### src/rtl/alu_pkg.sv
// Shared types and constants for the accumulate stage.
package alu_pkg;

  localparam int ACC_WIDTH_DEFAULT = 16;
  localparam int BUS_WIDTH_DEFAULT = 8;

  typedef enum logic [1:0] {
    IDLE  = 2'd0,
    ACCUM = 2'd1,
    HOLD  = 2'd2
  } accum_state_t;

endpackage

### src/rtl/sfixed_sat.sv
// Signed saturating narrow: clamps a two's-complement value of IN_W bits
// into OUT_W bits and flags when the clamp was applied.
module sfixed_sat #(
  parameter int IN_W  = 18,
  parameter int OUT_W = 16
) (
  input  logic [IN_W-1:0]  din_i,
  output logic [OUT_W-1:0] dout_o,
  output logic             sat_o
);

  // The value fits when all bits from the MSB down to the output sign bit agree.
  localparam int HW = IN_W - OUT_W + 1;

  logic [HW-1:0] head;
  logic          fits;

  // Pick pass-through, most negative or most positive output.
  always_comb begin
    head  = din_i[IN_W-1:OUT_W-1];
    fits  = (head == '0) || (head == '1);
    sat_o = ~fits;
    if (fits) begin
      dout_o = din_i[OUT_W-1:0];
    end else if (din_i[IN_W-1]) begin
      dout_o = {1'b1, {(OUT_W-1){1'b0}}};
    end else begin
      dout_o = {1'b0, {(OUT_W-1){1'b1}}};
    end
  end

endmodule

### src/rtl/alu_accum_stage.sv
// Accumulate stage: sums len pairs of signed products into a wide saturating
// accumulator, then presents the bus-width saturated sum until it is taken.
//
// Handshakes: a pair transfers on a cycle where in_valid & in_ready are both
// high at posedge clk; the result transfers on a cycle where out_valid &
// out_ready are both high. Valid never waits on ready, result and out_valid
// stay stable while out_valid is high and out_ready is low, and result is a
// register so nothing on the input or ready side reaches it combinationally.
module alu_accum_stage
  import alu_pkg::*;
#(
  parameter int BUS_WIDTH = BUS_WIDTH_DEFAULT,
  parameter int ACC_WIDTH = ACC_WIDTH_DEFAULT
) (
  input  logic                 clk,
  input  logic                 rst_n,
  input  logic                 start,
  input  logic [3:0]           len,
  input  logic                 in_valid,
  output logic                 in_ready,
  input  logic [BUS_WIDTH-1:0] mult_a,
  input  logic [BUS_WIDTH-1:0] mult_b,
  output logic                 out_valid,
  input  logic                 out_ready,
  output logic [BUS_WIDTH-1:0] result,
  output logic                 busy,
  output logic                 ovf,
  output accum_state_t         state_o
);

  // Two extra bits hold acc + a + b without wrapping before the clamp.
  localparam int SUM_W = ACC_WIDTH + 2;

  accum_state_t         state_q, state_d;
  logic [ACC_WIDTH-1:0] acc_q, acc_d;
  logic [3:0]           count_q, count_d;
  logic [BUS_WIDTH-1:0] result_q, result_d;
  logic                 out_valid_q, out_valid_d;
  logic                 ovf_q, ovf_d;

  logic [SUM_W-1:0]     sum_wide;
  logic [ACC_WIDTH-1:0] acc_sat;
  logic                 acc_clamp;
  logic [BUS_WIDTH-1:0] bus_sat;
  logic                 bus_clamp;
  logic                 accept;

  // Sign-extend every operand to the wide sum width before adding.
  always_comb begin
    sum_wide = {{2{acc_q[ACC_WIDTH-1]}}, acc_q}
             + {{(SUM_W-BUS_WIDTH){mult_a[BUS_WIDTH-1]}}, mult_a}
             + {{(SUM_W-BUS_WIDTH){mult_b[BUS_WIDTH-1]}}, mult_b};
  end

  sfixed_sat #(
    .IN_W  (SUM_W),
    .OUT_W (ACC_WIDTH)
  ) u_sat_acc (
    .din_i  (sum_wide),
    .dout_o (acc_sat),
    .sat_o  (acc_clamp)
  );

  // The bus clamp sees the freshly saturated accumulator value.
  sfixed_sat #(
    .IN_W  (ACC_WIDTH),
    .OUT_W (BUS_WIDTH)
  ) u_sat_bus (
    .din_i  (acc_sat),
    .dout_o (bus_sat),
    .sat_o  (bus_clamp)
  );

  assign in_ready  = (state_q == ACCUM);
  assign accept    = in_valid & in_ready;
  assign busy      = (state_q == ACCUM) || (state_q == HOLD);
  assign out_valid = out_valid_q;
  assign result    = result_q;
  assign ovf       = ovf_q;
  assign state_o   = state_q;

  // Next-state and datapath update for the IDLE / ACCUM / HOLD sequence.
  always_comb begin
    state_d     = state_q;
    acc_d       = acc_q;
    count_d     = count_q;
    result_d    = result_q;
    out_valid_d = out_valid_q;
    ovf_d       = ovf_q;
    case (state_q)
      IDLE: begin
        if (start) begin
          state_d = ACCUM;
          count_d = (len == 4'd0) ? 4'd1 : len;
          acc_d   = '0;
          ovf_d   = 1'b0;
        end
      end
      ACCUM: begin
        if (accept) begin
          acc_d   = acc_sat;
          count_d = count_q - 4'd1;
          if (acc_clamp) ovf_d = 1'b1;
          if (count_q <= 4'd1) begin
            state_d     = HOLD;
            result_d    = bus_sat;
            out_valid_d = 1'b1;
            if (bus_clamp) ovf_d = 1'b1;
          end
        end
      end
      HOLD: begin
        if (out_valid_q && out_ready) begin
          state_d     = IDLE;
          out_valid_d = 1'b0;
        end
      end
      default: begin
        state_d     = IDLE;
        out_valid_d = 1'b0;
      end
    endcase
  end

  // State registers with synchronous active-low reset.
  always_ff @(posedge clk) begin
    if (!rst_n) begin
      state_q     <= IDLE;
      acc_q       <= '0;
      count_q     <= '0;
      result_q    <= '0;
      out_valid_q <= 1'b0;
      ovf_q       <= 1'b0;
    end else begin
      state_q     <= state_d;
      acc_q       <= acc_d;
      count_q     <= count_d;
      result_q    <= result_d;
      out_valid_q <= out_valid_d;
      ovf_q       <= ovf_d;
    end
  end

endmodule

### config.mk
export PLATFORM = sky130hd
export DESIGN_NAME = alu_accum_stage
export DESIGN_NICKNAME = d
export VERILOG_FILES = /design/src/rtl/alu_pkg.sv /design/src/rtl/sfixed_sat.sv /design/src/rtl/alu_accum_stage.sv
export SDC_FILE = /design/constraint.sdc
export NUM_CORES = 1
export LEC_CHECK = 0
export CORE_MARGIN = 3
export CORE_UTILIZATION = 60
export CTS_CLUSTER_DIAMETER = 80
export DETAILED_ROUTE_END_ITERATION = 10
export PLACE_DENSITY = 0.83
export SYNTH_ARGS = -nofsm -noshare
export SYNTH_HDL_FRONTEND = slang
export SYNTH_SLANG_ARGS = --single-unit
### constraint.sdc
create_clock -name clk -period 11.8 [get_ports clk]
set_input_delay 2.36 -clock clk [delete_from_list [all_inputs] [get_ports clk]]
set_output_delay 2.36 -clock clk [all_outputs]
set_load 0.01 [all_outputs]
Word-level counts from Yosys, hierarchy flattened
Cells that the tools add are included.
{"block": "word_totals", "ff_bits": 32, "inputBits": 25, "output_inout_bits": 14, "word_cells": 59}
{"block": "classes", "add_sub_neg": 3, "n_reduce_logical": 13, "n_lt_le_gt_ge": 1, "bitwise_logic": 2, "eq_ne": 8, "muxes": 26}
{"cell": "$mux 16", "count": 4}
{"cell": "$pmux 16 s2", "count": 1}
{"cell": "$add 17x8->18", "count": 1}
{"cell": "$add 16x8->17", "count": 1}
{"cell": "$mux 8", "count": 2}
{"cell": "$mux 4", "count": 3}
{"cell": "$eq 9x9->1 const B", "count": 1}
{"cell": "$logic_not 9->1", "count": 1}
{"cell": "$mux 1", "count": 8}
{"cell": "$mux 2", "count": 4}
{"cell": "$pmux 4 s2", "count": 1}
{"cell": "$reduce_and 4->1", "count": 2}
{"cell": "$ne 2x1->1 const B", "count": 3}
{"cell": "$pmux 2 s3", "count": 1}
{"cell": "$reduce_and 3->1", "count": 2}
{"cell": "$le 4x1->1 const B", "count": 1}
{"cell": "$logic_not 4->1", "count": 1}
{"cell": "$sub 4x1->4 const B", "count": 1}
{"cell": "$eq 3x3->1 const B", "count": 1}
{"cell": "$logic_not 3->1", "count": 1}
{"cell": "$logic_or 1x1->1", "count": 3}
{"cell": "$pmux 1 s3", "count": 1}
{"cell": "$eq 2x1->1 const B", "count": 1}
{"cell": "$eq 2x2->1 const B", "count": 1}
{"cell": "7 further kinds", "count": 7}

Logic depth before layout (Yosys ltp)
Gate-level depths: netlist of the first run.
{"block": "logic_depth", "ltp_word": 11, "ltp_mapped": 16, "ltp_nobuf": 15}

By module
A second synthesis of the first run with hierarchy kept.
{"block": "hier_totals", "hier_cells": 348, "area_unflattened_um2": 3009.1}
{"module": "alu_accum_stage", "n_inst": 1, "seq_area_each_um2": 640.6, "area_each_um2": 2388.5, "cells_per_inst": 266}
{"module": "sfixed_sat (u_sat_acc)", "n_inst": 1, "seq_area_each_um2": 0.0, "area_each_um2": 440.4, "cells_per_inst": 57}
{"module": "sfixed_sat (u_sat_bus)", "n_inst": 1, "seq_area_each_um2": 0.0, "area_each_um2": 180.2, "cells_per_inst": 25}

Least setup slack after synthesis of the first run
OpenSTA, ideal clock, no wires.
{"block": "synth_path", "kind": "input to register", "startpoint": "input port mult_a[1]", "endpoint": "register result_q[4], in the netlist result[4]", "required_ns": 11.675, "setup_slack_ns": 6.364, "n_path_buf": 0, "setup_time_ns": 0.125, "arrival_ns": 5.311, "cell_stages": 13, "path_cell_list": "fa_1 -> ha_1 -> inv_1 -> fa_1 -> nor2b_2 -> o2111ai_1 -> a2111oi_1 -> o21ai_0 -> a21oi_2 -> nand4_1 -> o31a_1 -> o211ai_1 -> o21ai_1"}
{"block": "synth_between", "elab_chain_cells": 8, "word_cells_on_any_way": 12, "cone_classes": "2 x add/sub; 2 x eq/ne; 4 x mux; 4 x reduce/logical"}
{"element": "start: declaration", "line_no": "alu_accum_stage.sv:21", "source": "input logic [BUS_WIDTH-1:0] mult_a,"}
{"element": "$add 16x8->17 (*)", "line_no": "alu_accum_stage.sv:51", "source": "+ {{(SUM_W-BUS_WIDTH){mult_a[BUS_WIDTH-1]}}, mult_a}"}
{"element": "$add 17x8->18 (*)", "line_no": "alu_accum_stage.sv:52", "source": "+ {{(SUM_W-BUS_WIDTH){mult_b[BUS_WIDTH-1]}}, mult_b};"}
{"element": "$eq 3x3->1 / $logic_not 3->1 (equally long branches)", "line_no": "sfixed_sat.sv:21", "source": "fits = (head == '0) || (head == '1);"}
{"element": "$logic_or 1x1->1", "line_no": "sfixed_sat.sv:21"}
{"element": "$mux 16 (*)", "line_no": "sfixed_sat.sv:23", "source": "if (fits) begin"}
{"element": "$eq 9x9->1 / $logic_not 9->1 (equally long branches)", "line_no": "sfixed_sat.sv:21"}
{"element": "$logic_or 1x1->1", "line_no": "sfixed_sat.sv:21"}
{"element": "$mux 8 (*)", "line_no": "sfixed_sat.sv:23"}
{"element": "end signal: assignment", "line_no": "alu_accum_stage.sv:138", "source": "result_q <= result_d;"}
{"element": "end: declaration", "line_no": "alu_accum_stage.sv:37", "source": "logic [BUS_WIDTH-1:0] result_q, result_d;"}
Every way passes the cells marked *; elsewhere a longest branch is shown, timed or not.
A chain may end at the register's enable or synchronous reset.

Final worst setup path of the first run
{"block": "layout_path", "startpoint": "input port mult_a[7]", "endpoint": "register acc_q[1]"}
{"block": "layout_between", "elab_chain_cells": 7, "word_cells_on_any_way": 9, "cone_classes": "2 x add/sub; 1 x eq/ne; 4 x mux; 2 x reduce/logical"}
{"element": "$add 16x8->17 (*)", "line_no": "alu_accum_stage.sv:51"}
{"element": "$add 17x8->18 (*)", "line_no": "alu_accum_stage.sv:52"}
{"element": "$eq 3x3->1 / $logic_not 3->1 (equally long branches)", "line_no": "sfixed_sat.sv:21"}
{"element": "$logic_or 1x1->1", "line_no": "sfixed_sat.sv:21"}
{"element": "$mux 16 (*)", "line_no": "sfixed_sat.sv:23"}
{"element": "$mux 16 (*)", "line_no": "alu_accum_stage.sv:100", "source": "if (accept) begin"}
{"element": "$pmux 16 s2 (*)", "line_no": "alu_accum_stage.sv:90", "source": "case (state_q)"}
{"element": "end signal: assignment", "line_no": "alu_accum_stage.sv:129", "source": "acc_q <= '0;"}
{"element": "end signal: assignment", "line_no": "alu_accum_stage.sv:136", "source": "acc_q <= acc_d;"}
{"element": "end: declaration", "line_no": "alu_accum_stage.sv:35", "source": "logic [ACC_WIDTH-1:0] acc_q, acc_d;"}
Every way passes the cells marked *; elsewhere a longest branch is shown, timed or not. The select of a mux whose other input is x is not followed.

==> flow_results.xml, run 1 <==
<?xml version="1.0" encoding="UTF-8"?>
<metrics>
  <group name="timing">
    <metric name="finalHoldViolations" unit="">0</metric>
    <metric name="timing_max_transition_violations_final" unit="">0</metric>
    <metric name="worst_slack" unit="ns">5.435</metric>
    <metric name="timing.final.crit_share" unit="%">53.94</metric>
    <metric name="worst_slew_margin_rel" unit="%">40.93</metric>
    <metric name="period_minus_slack" unit="ns">6.365</metric>
    <metric name="report.final.setup_viol" unit="">0</metric>
    <metric name="timing_worst_slew_pin_value" unit="ns">0.8851</metric>
    <metric name="fmax" unit="MHz">157.1</metric>
    <metric name="grt_setup_unrepaired" unit="">no</metric>
    <metric name="setup_tns_after_final_layout" unit="ns">0</metric>
    <metric name="finalClockSkew" unit="ns">0.006149</metric>
  </group>
  <group name="global_route">
    <metric name="grt_first_pass_wirelength" unit="um">11460</metric>
    <metric name="antenna_found_initial" unit="">0</metric>
    <metric name="pin_count_of_the_biggest_net_entering_global_routing" unit="">30</metric>
    <metric name="grt_usage" unit="%">26.26</metric>
    <metric name="grt_overflow_total" unit="">0</metric>
    <metric name="grt_pass1_vias" unit="">2578</metric>
  </group>
  <group name="cts">
    <metric name="post_cts.repair.setup_buffers" unit="">0</metric>
    <metric name="numClockSinks" unit="">32</metric>
    <metric name="tritoncts" unit="">built</metric>
    <metric name="worst_skew_pair.late_latency" unit="ns">0.28</metric>
    <metric name="numCtsBuffers" unit="">5</metric>
    <metric name="cts.repair.resized" unit="">0</metric>
    <metric name="cts_root_buffer" unit="">sky130_fd_sc_hd__clkbuf_8</metric>
    <metric name="clk_path_buf_depth" unit="">2</metric>
    <metric name="cts-htree-levels" unit="">2</metric>
    <metric name="clkTransAtPathRegs" unit="ns">0.07</metric>
    <metric name="cts.hold.buffers_added" unit="">0</metric>
  </group>
  <group name="synthesis">
    <metric name="cell_area_after_technology_mapping" unit="um^2">2800</metric>
    <metric name="syn-num-nets" unit="">405</metric>
    <metric name="postSynthAreaPerCell" unit="um^2">8.212</metric>
    <metric name="postSynthRegisterBits" unit="">32</metric>
    <metric name="synth.top_cells.by_area" unit="">sky130_fd_sc_hd__dfxtp_1 23%, sky130_fd_sc_hd__fa_1 12%, sky130_fd_sc_hd__ha_1 9.8%</metric>
    <metric name="synth_enable_flop_cells" unit="">0</metric>
    <metric name="post_synth_top_flop" unit="">sky130_fd_sc_hd__dfxtp_1</metric>
    <metric name="synth.largest_area_cell" unit="">sky130_fd_sc_hd__dfxtp_1</metric>
    <metric name="seq_area_frac_synth" unit="%">22.88</metric>
    <metric name="area_share_of_the_largest_cell_type_after_synthesis" unit="%">22.88</metric>
    <metric name="yosysWarnings" unit="">0</metric>
    <metric name="post_synth_inst_count" unit="">341</metric>
    <metric name="synth.lib_cells_used.distinct" unit="">58</metric>
    <metric name="ys_async_sr_fraction" unit="%">0</metric>
  </group>
  <group name="setup_path">
    <metric name="worst-setup-path-type" unit="">input pin to flop</metric>
    <metric name="timing.reg2reg.worst_path_depth" unit="">12</metric>
    <metric name="data_arrival_time_of_the_worst_path" unit="ns">6.51</metric>
    <metric name="worstReg2RegEnd" unit="">result[5]$_SDFFE_PN0P_</metric>
    <metric name="worst_setup_path_end_kind" unit="">flop</metric>
    <metric name="timing.critical_path.from_type" unit="">input pin</metric>
    <metric name="r2r-start" unit="">acc_q[1]$_SDFFE_PN0P_</metric>
    <metric name="rrSetupSlack" unit="ns">7.87</metric>
    <metric name="maximum_fanout_count_along_the_critical_path" unit="">13</metric>
    <metric name="worstPathRequired" unit="ns">11.94</metric>
  </group>
  <group name="worst_hold_path">
    <metric name="worst_hold_path.num_cells" unit="">2</metric>
    <metric name="holdPathEnd" unit="">result[7]$_SDFFE_PN0P_</metric>
    <metric name="min-delay-path-class" unit="">flop to flop</metric>
    <metric name="hold_path.startpoint" unit="">result[7]$_SDFFE_PN0P_</metric>
  </group>
  <group name="placement">
    <metric name="finalWeightedCongestion" unit="">0.9038</metric>
    <metric name="place.port_buffers" unit="">38</metric>
    <metric name="hpwl" unit="um">5277</metric>
    <metric name="worst_slack_placed" unit="ns">5.187</metric>
    <metric name="dp.cells" unit="">417</metric>
  </group>
  <group name="cells_and_area">
    <metric name="end_of_flow_core_utilization" unit="%">74.72</metric>
    <metric name="layout-area-overhead-vs-synth" unit="%">18.59</metric>
    <metric name="combined_area_of_the_multi_input_logic_cells" unit="um^2">2037</metric>
    <metric name="sequential_cell_area" unit="um^2">640.6</metric>
    <metric name="layout-drive-gt1-share" unit="%">6.702</metric>
    <metric name="final_nets" unit="">436</metric>
    <metric name="final_standard_cell_count_with_taps_included_and_fillers_excluded" unit="">425</metric>
    <metric name="nFillCells" unit="">353</metric>
    <metric name="num_antenna_cells" unit="">0</metric>
  </group>
  <group name="detailed_routing">
    <metric name="detailedRoute.firstPassIterationCount" unit="">4</metric>
    <metric name="met3WireLength" unit="um">332</metric>
    <metric name="drcViolationCount" unit="">0</metric>
    <metric name="drt_wl_total" unit="um">6898</metric>
    <metric name="maxUsedRoutingLayer" unit="">met4</metric>
    <metric name="routed-wl-met2" unit="um">3296</metric>
    <metric name="wl_met1" unit="um">3199</metric>
    <metric name="detailedRoute.firstIterationViolations" unit="">277</metric>
    <metric name="routed_via_density" unit="">6.287</metric>
    <metric name="vias" unit="">2672</metric>
    <metric name="wl_per_cell" unit="um">16.23</metric>
    <metric name="final_antenna_net_count" unit="">0</metric>
  </group>
  <group name="floorplanning">
    <metric name="initial_core_util" unit="%">63.01</metric>
    <metric name="dieArea" unit="um^2">5523</metric>
    <metric name="floorplan.rows" unit="">24</metric>
    <metric name="core_area" unit="um^2">4444</metric>
    <metric name="chipWidth" unit="um">74.32</metric>
    <metric name="dieHeight" unit="um">74.32</metric>
    <metric name="num_io_pins" unit="">39</metric>
  </group>
  <group name="pwr">
    <metric name="p_leak" unit="nW">1.286</metric>
    <metric name="ir_drop" unit="uV">137.4</metric>
    <metric name="cellPowerDensity" unit="nW/um^2">191.6</metric>
    <metric name="total_power" unit="mW">0.6364</metric>
  </group>
  <group name="outcome">
    <metric name="status" unit="">complete, no violations</metric>
  </group>
  <group name="flow_run">
    <metric name="max-cap-violations" unit="">0</metric>
  </group>
</metrics>
-- synth_stat cells (all sizes together) (2+ instances only) --
master / count
a211oi: 8
and2: 2
o21ai: 27
nor3: 10
nor4: 2
nand2: 33
nor3b: 3
inv: 17
o31ai: 3
or2: 2
fa: 17
dfxtp: 32
and3: 4
nor2b: 3
clkbuf: 12
nor2: 32
a2bb2oi: 2
a211o: 3
a31oi: 4
a2111oi: 2
nand4: 3
a21oi: 33
a21o: 5
o22ai: 5
o21a: 4
nand2b: 2
ha: 22
xnor2: 11
a22oi: 6
o21bai: 2
o211ai: 5
buf: 3
nand3: 7
-- worst max path at each step --
| stage | end | cells past startpoint | from | slack (ns) |
|---|---|---|---|---|
| CTS | acc_q[1]$_SDFFE_PN0P_ | 12 | mult_a[7] | 5.45 |
| global placement | acc_q[1]$_SDFFE_PN0P_ | 12 | mult_a[7] | 5.26 |
| floorplan | result[4]$_SDFFE_PN0P_ | 13 | mult_a[1] | 6.36 |
| global route | acc_q[1]$_SDFFE_PN0P_ | 12 | mult_a[7] | 5.12 |
| detailed placement | acc_q[1]$_SDFFE_PN0P_ | 12 | mult_a[7] | 5.19 |
| finish | acc_q[1]$_SDFFE_PN0P_ | 12 | mult_a[7] | 5.43 |
-- placed cells by master, fill, tap and decap left out, drive strengths merged, types with 3 or more instances in the layout --
cell            n
a211o           3
nor3           10
nor2           32
nand4           3
nand3           7
a22oi           6
nor3b           3
a31oi           4
xnor2          11
a211oi          8
and3            4
a21o            5
o21a            4
nor2b           3
fa             17
o211ai          5
o31ai           3
o22ai           5
a21oi          33
ha             22
nand2          33
dfxtp          32
o21ai          27
clkbuf          7
clkdlybuf4s50  38
inv            17
-- per-layer routing --
| metal | up-vias | track usage [%] |
|---|---|---|
| met2 | 76 | 43.80 |
| li1 | 1296 | - |
| met4 | 0 | 5.534 |
| met5 | - | 0 |
| met3 | 8 | 3.919 |
| met1 | 1292 | 36.31 |
-- layout make-up --
type / count / share of cell area (%)
flip-flops and latches: 32 / 19.29
well taps: 52 / 1.959
repair buffers: 39 / 11.68
clock inverters: 1 / 0.9043
clock buffers: 7 / 2.901
inverters: 17 / 1.922
multi-input cells: 277 / 61.34
-- metrics by stage --
step	hold slack, ns	instance area [um^2]
after floorplan	0.4451	2800
after global placement	0.4566	3194
after detailed placement	0.4604	3194
after CTS	0.4699	3321
after global routing	0.4974	3321
final	0.4660	3321
-- cells by family (layout without fill, tap and decap cells) --
| group | after synthesis | count (layout) | synth area share, % |
|---|---|---|---|
| buf+inv | 32 | 64 | 4.379 |
| mux | 2 | 2 | 0.7596 |
| fa+ha+maj | 39 | 39 | 21.98 |
| simple gates | 106 | 106 | 17.92 |
| compound gates | 119 | 119 | 28.64 |
| flops | 32 | 32 | 22.88 |
| xor+xnor | 11 | 11 | 3.440 |
-- worst max-delay path, cell delays in order --
cell                              delay [ns]
sky130_fd_sc_hd__clkdlybuf4s50_1        0.90
sky130_fd_sc_hd__fa_1                   0.51
sky130_fd_sc_hd__ha_1                   0.45
sky130_fd_sc_hd__a211oi_1               0.34
sky130_fd_sc_hd__o21bai_1               0.17
sky130_fd_sc_hd__a21oi_1                0.21
sky130_fd_sc_hd__o31ai_2                0.13
sky130_fd_sc_hd__a31oi_2                0.53
sky130_fd_sc_hd__nor2_1                 0.33
sky130_fd_sc_hd__o22ai_1                0.32
sky130_fd_sc_hd__a2bb2oi_1              0.21
sky130_fd_sc_hd__nor2_1                 0.05
-- state kept, by name, indices dropped and copies added, names as in the netlist --
name / flops
acc_q: 16
count_q: 4
out_valid: 1
ovf: 1
result: 8
state_o: 2
-- report_power, final --
part / leakage (nW) / internal (mW) / switching [mW]
logic: 0.962 / 0.151 / 0.223
clock network: 0.0645 / 0.0745 / 0.0410
registers: 0.260 / 0.129 / 0.0173
Note: power is estimated with default switching activity, not from simulation.
==> inputs of run 2 (changes only) <==
Settings changed: CORE_UTILIZATION 60 to 50, PLACE_DENSITY 0.83 to 0.74.
Clock period 11.8 ns to 5.4 ns, I/O delays scaled along.
==> flow_results.xml, run 2 (synthesized netlist as in run 1, its figures left out) <==
<?xml version="1.0" encoding="UTF-8"?>
<metrics>
  <group name="cts">
    <metric name="worst_skew_pair.late_latency" unit="ns">0.28</metric>
    <metric name="numClockSinks" unit="">32</metric>
    <metric name="cts.repair.resized" unit="">0</metric>
    <metric name="cts.hold.buffers_added" unit="">0</metric>
    <metric name="post_cts.repair.setup_buffers" unit="">0</metric>
    <metric name="clkTransAtPathRegs" unit="ns">0.08</metric>
    <metric name="clk_path_buf_depth" unit="">2</metric>
    <metric name="cts-htree-levels" unit="">2</metric>
    <metric name="numCtsBuffers" unit="">5</metric>
    <metric name="cts_root_buffer" unit="">sky130_fd_sc_hd__clkbuf_8</metric>
    <metric name="tritoncts" unit="">built</metric>
  </group>
  <group name="global_route">
    <metric name="grt_first_pass_wirelength" unit="um">11160</metric>
    <metric name="grt_usage" unit="%">21.40</metric>
    <metric name="pin_count_of_the_biggest_net_entering_global_routing" unit="">30</metric>
    <metric name="grt_pass1_vias" unit="">2420</metric>
    <metric name="grt_overflow_total" unit="">0</metric>
    <metric name="antenna_found_initial" unit="">0</metric>
  </group>
  <group name="detailed_routing">
    <metric name="final_antenna_net_count" unit="">0</metric>
    <metric name="vias" unit="">2670</metric>
    <metric name="maxUsedRoutingLayer" unit="">met4</metric>
    <metric name="detailedRoute.firstIterationViolations" unit="">179</metric>
    <metric name="routed-wl-met2" unit="um">3082</metric>
    <metric name="routed_via_density" unit="">5.960</metric>
    <metric name="drt_wl_total" unit="um">6684</metric>
    <metric name="wl_met1" unit="um">3087</metric>
    <metric name="drcViolationCount" unit="">0</metric>
    <metric name="wl_per_cell" unit="um">14.92</metric>
    <metric name="met3WireLength" unit="um">455</metric>
    <metric name="detailedRoute.firstPassIterationCount" unit="">5</metric>
  </group>
  <group name="placement">
    <metric name="dp.cells" unit="">440</metric>
    <metric name="place.port_buffers" unit="">38</metric>
    <metric name="hpwl" unit="um">5157</metric>
    <metric name="finalWeightedCongestion" unit="">0.9029</metric>
  </group>
  <group name="cells_and_area">
    <metric name="most_used_cells_in_the_layout_excluding_fill_and_tap_cells" unit="">38 x sky130_fd_sc_hd__clkdlybuf4s50_1, 33 x sky130_fd_sc_hd__nand2_1, 32 x sky130_fd_sc_hd__a21oi_1, 32 x sky130_fd_sc_hd__dfxtp_1, 30 x sky130_fd_sc_hd__nor2_1</metric>
    <metric name="largest_register_ffs" unit="">16</metric>
    <metric name="num_antenna_cells" unit="">0</metric>
    <metric name="layout-area-overhead-vs-synth" unit="%">19.57</metric>
    <metric name="end_of_flow_core_utilization" unit="%">63.53</metric>
    <metric name="nFillCells" unit="">466</metric>
    <metric name="layout-drive-gt1-share" unit="%">7.672</metric>
    <metric name="final_standard_cell_count_with_taps_included_and_fillers_excluded" unit="">448</metric>
    <metric name="mostFrequentLayoutCell" unit="">sky130_fd_sc_hd__clkdlybuf4s50_1</metric>
    <metric name="final_nets" unit="">441</metric>
    <metric name="top_register" unit="">acc_q</metric>
  </group>
  <group name="setup_path">
    <metric name="worst-setup-path-type" unit="">input pin to flop</metric>
    <metric name="timing.critical_path.from_type" unit="">input pin</metric>
    <metric name="rrSetupSlack" unit="ns">1.68</metric>
    <metric name="data_arrival_time_of_the_worst_path" unit="ns">4.88</metric>
    <metric name="maximum_fanout_count_along_the_critical_path" unit="">9</metric>
    <metric name="worstPathRequired" unit="ns">5.60</metric>
    <metric name="worst_setup_path_end_kind" unit="">flop</metric>
    <metric name="timing.reg2reg.worst_path_depth" unit="">13</metric>
  </group>
  <group name="timing">
    <metric name="report.final.setup_viol" unit="">0</metric>
    <metric name="timing.final.crit_share" unit="%">86.68</metric>
    <metric name="worst_slew_margin_rel" unit="%">37.15</metric>
    <metric name="period_minus_slack" unit="ns">4.681</metric>
    <metric name="setup_tns_after_final_layout" unit="ns">0</metric>
    <metric name="fmax" unit="MHz">213.6</metric>
    <metric name="timing_max_transition_violations_final" unit="">0</metric>
    <metric name="timing_worst_slew_pin_value" unit="ns">0.9417</metric>
    <metric name="finalClockSkew" unit="ns">0.005739</metric>
    <metric name="finalHoldViolations" unit="">0</metric>
    <metric name="grt_setup_unrepaired" unit="">no</metric>
  </group>
  <group name="floorplanning">
    <metric name="initial_core_util" unit="%">53.13</metric>
    <metric name="dieArea" unit="um^2">6534</metric>
    <metric name="chipWidth" unit="um">80.84</metric>
    <metric name="dieHeight" unit="um">80.84</metric>
    <metric name="floorplan.rows" unit="">26</metric>
    <metric name="num_io_pins" unit="">39</metric>
    <metric name="core_area" unit="um^2">5270</metric>
  </group>
  <group name="outcome">
    <metric name="status" unit="">complete, no violations</metric>
  </group>
  <group name="worst_hold_path">
    <metric name="min-delay-path-class" unit="">flop to flop</metric>
    <metric name="worst_hold_path.num_cells" unit="">2</metric>
  </group>
  <group name="pwr">
    <metric name="total_power" unit="mW">1.343</metric>
    <metric name="cellPowerDensity" unit="nW/um^2">401.0</metric>
    <metric name="p_leak" unit="nW">1.290</metric>
    <metric name="ir_drop" unit="uV">330.5</metric>
  </group>
  <group name="flow_run">
    <metric name="max-cap-violations" unit="">0</metric>
  </group>
</metrics>
[run 2: cell count changes in the layout (fill, tap and decap cells not counted)]
cell,delta
sky130_fd_sc_hd__bufinv_16,-1
sky130_fd_sc_hd__clkbuf_8,-1
sky130_fd_sc_hd__clkbuf_1,+1
sky130_fd_sc_hd__buf_4,+5
sky130_fd_sc_hd__clkinvlp_4,+1
[run 2: area by class of cell]
class	count	area [um^2]	area share, %
clock buffer	7	86.33	2.578
clock inverter	1	7.507	0.2242
inverter	17	63.81	1.906
multi-input combinational	277	2037	60.84
sequential	32	640.6	19.13
tap	70	87.58	2.616
timing repair buffer	44	425.4	12.71
[run 2: through the flow]
step	worst slack [ns]	hold WS [ns]	instance area [um^2]
CTS	0.7198	0.4708	3348
finish	0.7193	0.4643	3348
global placement	0.5078	0.4525	3254
floorplan	1.244	0.4451	2800
detailed placement	0.4263	0.4613	3254
global route	0.3604	0.4959	3348
[run 2: per-layer routing]
layer / vias up / GRT usage [%]
met5: - / 0
met4: 0 / 4.054
met3: 8 / 4.102
met2: 96 / 35.63
met1: 1251 / 29.01
li1: 1315 / -
[run 2: final timing paths]
kind                               start                      to
setup reg to reg   acc_q[1]$_SDFFE_PN0P_  result[6]$_SDFFE_PN0P_
hold / removal    result[7]$_SDFFE_PN0P_  result[7]$_SDFFE_PN0P_
hold reg to reg   result[7]$_SDFFE_PN0P_  result[7]$_SDFFE_PN0P_
setup / recovery               mult_a[7]   acc_q[3]$_SDFFE_PN0P_
[run 2: worst max-delay path, stage by stage]
cell,delay (ns)
sky130_fd_sc_hd__clkdlybuf4s50_1,0.47
sky130_fd_sc_hd__buf_4,0.23
sky130_fd_sc_hd__fa_1,0.43
sky130_fd_sc_hd__ha_1,0.39
sky130_fd_sc_hd__a21o_1,0.21
sky130_fd_sc_hd__a221o_1,0.40
sky130_fd_sc_hd__a211o_1,0.29
sky130_fd_sc_hd__a211oi_2,0.24
sky130_fd_sc_hd__and3_1,0.37
sky130_fd_sc_hd__nor2_2,0.11
sky130_fd_sc_hd__nor2_2,0.29
sky130_fd_sc_hd__o21ai_0,0.19
sky130_fd_sc_hd__a21oi_1,0.18
[run 2: report_power, final]
part | switching [mW] | internal, mW
clock | 0.0971 | 0.104
sequential | 0.0350 | 0.282
combinational | 0.484 | 0.342
total | 0.616 | 0.727
